[src/rtl/align_pkg.sv]
// Shared types and helpers for the exponent-alignment buffer: FSM state,
// output-width derivation and the saturated shift computation.
package align_pkg;

    typedef enum logic [0:0] {
        FILL  = 1'b0,
        DRAIN = 1'b1
    } align_state_e;

    localparam int N_DEF       = 4;
    localparam int EXP_W_DEF   = 8;
    localparam int MANT_W_DEF  = 14;
    localparam int GUARD_W_DEF = 4;

    function automatic int out_width(input int mant_w, input int guard_w);
        return mant_w + guard_w;
    endfunction

    localparam int OUT_W = out_width(MANT_W_DEF, GUARD_W_DEF);

    // Clamp an exponent difference into [0, limit]; limit means "shifted out entirely".
    function automatic int sat_shift(input int diff, input int limit);
        if (diff < 0) begin
            return 0;
        end else if (diff > limit) begin
            return limit;
        end else begin
            return diff;
        end
    endfunction

endpackage

[src/rtl/align_shifter.sv]
// Combinational right shifter for one mantissa with appended guard bits.
// Produces sticky (OR of dropped bits) when EXP_ALIGN_STICKY_EN is defined.
module align_shifter
    import align_pkg::*;
#(
    parameter int IN_W    = 14,
    parameter int GUARD_W = 4,
    parameter int SH_W    = 5
) (
    input  logic [IN_W-1:0]         mant_i,
    input  logic [SH_W-1:0]         shift_i,
    output logic [IN_W+GUARD_W-1:0] mant_o
`ifdef EXP_ALIGN_STICKY_EN
    ,
    output logic                    sticky_o
`endif
);

    localparam int SH_OUT_W = out_width(IN_W, GUARD_W);

    logic [SH_OUT_W-1:0] ext_s;

    assign ext_s = {mant_i, {GUARD_W{1'b0}}};

    // Aligned value; a shift of the full width or more empties the window.
    always_comb begin
        mant_o = '0;
        if (32'(shift_i) >= 32'(SH_OUT_W)) begin
            mant_o = '0;
        end else begin
            mant_o = ext_s >> shift_i;
        end
    end

`ifdef EXP_ALIGN_STICKY_EN
    logic [SH_OUT_W-1:0] drop_mask_s;

    // Mask of bit positions pushed below the LSB; all ones once shift reaches the width.
    always_comb begin
        drop_mask_s = ~({SH_OUT_W{1'b1}} << shift_i);
        sticky_o    = |(ext_s & drop_mask_s);
    end
`endif

endmodule

[src/rtl/exp_align_buffer.sv]
// Buffers a group of N exponent/mantissa pairs, tracks the group maximum
// exponent, then drains each mantissa aligned to that maximum.
// Optional feature macro: EXP_ALIGN_STICKY_EN (adds out_sticky_o).
module exp_align_buffer
    import align_pkg::*;
#(
    parameter int N       = 4,
    parameter int EXP_W   = 8,
    parameter int MANT_W  = 14,
    parameter int GUARD_W = 4
) (
    input  logic                      clk_i,
    input  logic                      rst_i,
    input  logic                      in_valid_i,
    output logic                      in_ready_o,
    input  logic [EXP_W:0]            in_exp_i,
    input  logic [MANT_W-1:0]         in_mant_i,
    output logic                      out_valid_o,
    input  logic                      out_ready_i,
    output logic [MANT_W+GUARD_W-1:0] out_mant_o,
    output logic                      out_last_o,
    output logic [EXP_W:0]            max_exp_o
`ifdef EXP_ALIGN_STICKY_EN
    ,
    output logic                      out_sticky_o
`endif
);

    localparam int ALN_W = out_width(MANT_W, GUARD_W);
    localparam int SH_W  = $clog2(ALN_W + 1);
    localparam int IDX_W = (N > 1) ? $clog2(N) : 1;
    localparam logic [IDX_W-1:0] IDX_LAST = IDX_W'(N - 1);

    align_state_e             state_q;
    logic [IDX_W-1:0]         idx_q;
    logic signed [EXP_W:0]    max_q;
    logic [EXP_W:0]           exp_buf_q  [N];
    logic [MANT_W-1:0]        mant_buf_q [N];

    logic                     drain_s;
    logic [EXP_W:0]           cur_exp_s;
    logic signed [EXP_W+1:0]  diff_s;
    logic [SH_W-1:0]          shift_s;
    logic [ALN_W-1:0]         aligned_s;

    // FSM, group buffer and running maximum; reset discards any partial or draining group.
    always_ff @(posedge clk_i) begin
        if (rst_i) begin
            state_q <= FILL;
            idx_q   <= '0;
            max_q   <= '0;
        end else begin
            case (state_q)
                FILL: begin
                    if (in_valid_i) begin
                        exp_buf_q[idx_q]  <= in_exp_i;
                        mant_buf_q[idx_q] <= in_mant_i;
                        if (idx_q == '0) begin
                            max_q <= $signed(in_exp_i);
                        end else if ($signed(in_exp_i) > max_q) begin
                            max_q <= $signed(in_exp_i);
                        end else begin
                            max_q <= max_q;
                        end
                        if (idx_q == IDX_LAST) begin
                            state_q <= DRAIN;
                            idx_q   <= '0;
                        end else begin
                            idx_q   <= idx_q + IDX_W'(1);
                        end
                    end else begin
                        idx_q <= idx_q;
                    end
                end
                DRAIN: begin
                    if (out_ready_i) begin
                        if (idx_q == IDX_LAST) begin
                            state_q <= FILL;
                            idx_q   <= '0;
                        end else begin
                            idx_q   <= idx_q + IDX_W'(1);
                        end
                    end else begin
                        idx_q <= idx_q;
                    end
                end
                default: begin
                    state_q <= FILL;
                    idx_q   <= '0;
                end
            endcase
        end
    end

    assign drain_s   = (state_q == DRAIN);
    assign cur_exp_s = exp_buf_q[idx_q];
    // One extra bit keeps max - exp exact across the full signed exponent range.
    assign diff_s    = $signed({max_q[EXP_W], max_q}) - $signed({cur_exp_s[EXP_W], cur_exp_s});
    assign shift_s   = SH_W'(sat_shift(int'(diff_s), ALN_W));

`ifdef EXP_ALIGN_STICKY_EN
    logic sticky_s;
`endif

    align_shifter #(
        .IN_W    (MANT_W),
        .GUARD_W (GUARD_W),
        .SH_W    (SH_W)
    ) u_shifter (
        .mant_i   (mant_buf_q[idx_q]),
        .shift_i  (shift_s),
        .mant_o   (aligned_s)
`ifdef EXP_ALIGN_STICKY_EN
        ,
        .sticky_o (sticky_s)
`endif
    );

    // Output decode from registered state only; data outputs are zero outside DRAIN.
    always_comb begin
        in_ready_o  = ~drain_s;
        out_valid_o = drain_s;
        max_exp_o   = max_q;
        if (drain_s) begin
            out_mant_o = aligned_s;
            out_last_o = (idx_q == IDX_LAST);
        end else begin
            out_mant_o = '0;
            out_last_o = 1'b0;
        end
    end

`ifdef EXP_ALIGN_STICKY_EN
    assign out_sticky_o = drain_s & sticky_s;
`endif

endmodule

[config.mk]
export PLATFORM = sky130hd
export DESIGN_NAME = exp_align_buffer
export DESIGN_NICKNAME = d
export VERILOG_FILES = /design/src/rtl/align_pkg.sv /design/src/rtl/align_shifter.sv /design/src/rtl/exp_align_buffer.sv
export SDC_FILE = /design/constraint.sdc
export NUM_CORES = 1
export LEC_CHECK = 0
export ABC_AREA = 1
export CAP_MARGIN = 20
export CORE_MARGIN = 2
export CORE_UTILIZATION = 55
export CTS_CLUSTER_SIZE = 12
export DETAILED_ROUTE_END_ITERATION = 6
export DONT_BUFFER_PORTS = 1
export HOLD_SLACK_MARGIN = 0.1
export PLACE_DENSITY = 0.72
export SLEW_MARGIN = 20
export SYNTH_ARGS = -nofsm -noshare
export SYNTH_HDL_FRONTEND = slang
export SYNTH_SLANG_ARGS = --single-unit
[constraint.sdc]
create_clock -name clk_i -period 7.1 [get_ports clk_i]
set_input_delay 1.065 -clock clk_i [delete_from_list [all_inputs] [get_ports clk_i]]
set_output_delay 1.065 -clock clk_i [all_outputs]
set_load 0.03 [all_outputs]
==> impl_metrics.tcl <==
set metrics [dict create \
    criticalPathCategory "flop to output port" \
    cts_tree "done" \
    maxSlewViolCount 0 \
    p_leak_nw 2.55 \
    seq_power_share_pct 42.3 \
    area.growth.synth_to_final_pct 6.29 \
    drt_pass1_iterations 5 \
    p_sw_share_pct 36.4 \
    dieArea_sq_um 11500 \
    setup_tns_ns 0 \
    cp.arrival_ns 4.69 \
    min_period_ns 5.75 \
    clockBufferDepth 2 \
    grt_antenna_before_repair 1 \
    reg2reg_depth 12 \
    p_int_mw 1.08 \
    core_area_sq_um 10300 \
    htree_levels 3 \
    mostFrequentLayoutCell "nand2_1" \
    whs_endpoint "idx_q[0]" \
    ir_worst_vdd_v 0.000178 \
    pwr-share-comb_pct 32.9 \
    cts_hold_buf 0 \
    r2r_start "max_exp_o[1]" \
    cts_resized 0 \
    fin_nets 693 \
    setup_viol 0 \
    pin_count 57 \
    hp-class "flop to flop" \
    whs_ns 0.604 \
    clock_skew_ns 0.0148 \
    start_util_pct 56.8 \
    max-cap-violations 0 \
    r2r_setup_slack_ns 4.27 \
    worstSetupStartpointType "flop" \
    die_h_um 107 \
    grt_start_max_net_pins 48 \
    drc 0 \
    via_per_inst 5.69 \
    drive_above_1_share_pct 13.6 \
    min_from "idx_q[0]" \
    cp_max_fo 47 \
    grt_pass1_vias 4242 \
    synth_seq_cells 106 \
    grtUsageTotal_pct 24.4 \
    syn_area_per_cell_sq_um 9.10 \
    worst_pin_slew_ns 0.815 \
    hold_viol 0 \
    num_vias 4464 \
    wl_per_cell_um 16.7 \
    syn_area_sq_um 5870 \
    grt.overflow.total 0 \
    whs_path_depth 2 \
    dp_hpwl_um 9280 \
    cp-end-kind "output port" \
    layout_common_cells "nand2_1 (171), edfxtp_1 (92), inv_1 (67)" \
    synth_nets 695 \
    required_ns 6.03 \
    num_antenna_cells 0 \
    rsz0062_at_grt "false" \
    worstReg2RegEnd "max_exp_o[3]" \
    ys_seq_area_share_pct 51.9 \
    rows 37 \
    wl_um 13100 \
    p_switching_mw 0.617 \
    clock-sinks 106 \
    status "finished clean" \
    power_frac_clock_pct 24.7 \
    port_buffers 0 \
    die_w_um 107 \
    cts_made_buffers 9 \
    cts_root_buf "clkbuf_8" \
    cts_setup_buffers 0 \
    fmax_ghz 0.174 \
    clkLatencyLatePin_ns 0.38 \
    clkTransAtPathRegs_ns 0.11 \
    ant_nets 0 \
    grt_pass1_wl_um 21200 \
    timing.slew.headroom_pct 45.6 \
    finalCritPeriodShare_pct 81.1 \
    gp_congestion 0.923 \
    drt_iter0_markers 398 \
    synth_warnings 0 \
    syn-instance-count 645 \
    synth_cell_types 47 \
    powerDensity_nw_per_um2 271 \
]
state kept, by name (all words and copies together) (netlist names), named ones only:
| signal | flops |
|---|---|
| mant_buf_q | 56 |
| idx_q | 2 |
| out_valid_o | 1 |
| max_exp_o | 9 |
| exp_buf_q | 36 |
worst max-delay path: stages, from the launching register on:
cell and delay, ns:
dfxtp_1 0.31, buf_4 0.26, inv_1 0.15, buf_4 0.40
nand2_1 0.11, a32o_1 0.24, ha_1 0.37, nand2_1 0.10
nand2_1 0.07, a21oi_1 0.16, nand2_1 0.10, nand3b_1 0.16
nand2_1 0.08, inv_2 0.10, a31oi_2 0.64, nand3_1 0.21
nand3_1 0.12, nand2_1 0.06, clkinv_1 0.04, nand2_1 0.05
a21oi_1 0.54
area by class of cell:
cell class / instances / area (sq um)
timing repair buffer: 6 / 45.0
clock buffer: 9 / 124
clock inverter: 7 / 106
multi-input combinational: 443 / 2460
tap: 136 / 170
sequential: 106 / 3040
inverter: 77 / 292
fill: 858 / 4090
worst max path at each step:
| stage | startpoint | end | slack, ns | cells after the start |
|---|---|---|---|---|
| after global placement | flop | out_mant_o[1] | 1.88 | 20 |
| after CTS | flop | out_mant_o[1] | 1.37 | 21 |
| after detailed placement | flop | out_mant_o[1] | 1.82 | 20 |
| after global routing | flop | out_mant_o[1] | 0.96 | 20 |
| final | flop | out_mant_o[1] | 1.35 | 20 |
| after floorplan | flop | out_mant_o[1] | 2.15 | 24 |
metrics by stage:
step | setup slack, ns | cells | power, mW | area, sq um | util, %
after CTS | 1.37 | 784 | 1.69 | 6240 | 60.4
after global routing | 0.963 | 784 | 1.79 | 6240 | 60.4
after global placement | 1.88 | 768 | 1.27 | 6010 | 58.2
final | 1.35 | 784 | 1.69 | 6240 | 60.4
after detailed placement | 1.82 | 768 | 1.28 | 6010 | 58.2
after floorplan | 2.15 | 645 | 1.17 | 5870 | -
cells by family (layout without fill, tap and decap cells):
family | after synthesis | in the layout | synth area share [%]
simple gates | 328 | 328 | 26.0
flops | 106 | 106 | 51.9
buf+inv | 96 | 99 | 6.52
compound gates | 92 | 92 | 10.6
fa+ha+maj | 23 | 23 | 5.03
metal layers:
layer  vias to the layer above  global-route usage, %  part of all wire (%)
li1                       2184                      -                     -
met1                      2112                   31.5                    44
met2                       146                   40.1                    49
met3                        20                   6.30                   5.5
met4                         2                   8.16                   1.9
met5                         -                      0                 0.099
power by group through the flow:
stage | Clock (mW) | Sequential, mW | Combinational, mW
5_1_grt | 0.448 | 0.718 | 0.627
4_1_cts | 0.423 | 0.717 | 0.551
2_1_floorplan | 0 | 0.728 | 0.446
6_report | 0.418 | 0.716 | 0.557
3_3_place_gp | 0 | 0.730 | 0.541
3_5_place_dp | 0 | 0.731 | 0.549
synthesized netlist by cell type (all sizes together):
library cell  number  share of area, %
o21a               2              0.26
buf                6              0.72
a211oi             1              0.13
o22ai              2              0.21
clkinv             2              0.13
a21oi             40               3.5
nand3b             1              0.13
a21boi             1              0.13
or2               28               3.0
ha                22               4.7
nand4              9               1.1
a32o              13               2.2
o211ai             3              0.38
inv               75               4.8
fa                 1              0.34
edfxtp            92                47
clkbuf            13              0.83
a31oi              1              0.21
and2               2              0.21
o41ai              1              0.15
o21ai             17               1.6
o221ai             1              0.26
a32oi              9               1.3
a31o               1              0.15
nor3               2              0.26
nand3             54               5.0
nor2              55               4.5
dfxtp             14               4.8
nand2            177                12
No activity file was read; power rests on OpenSTA's default activity.
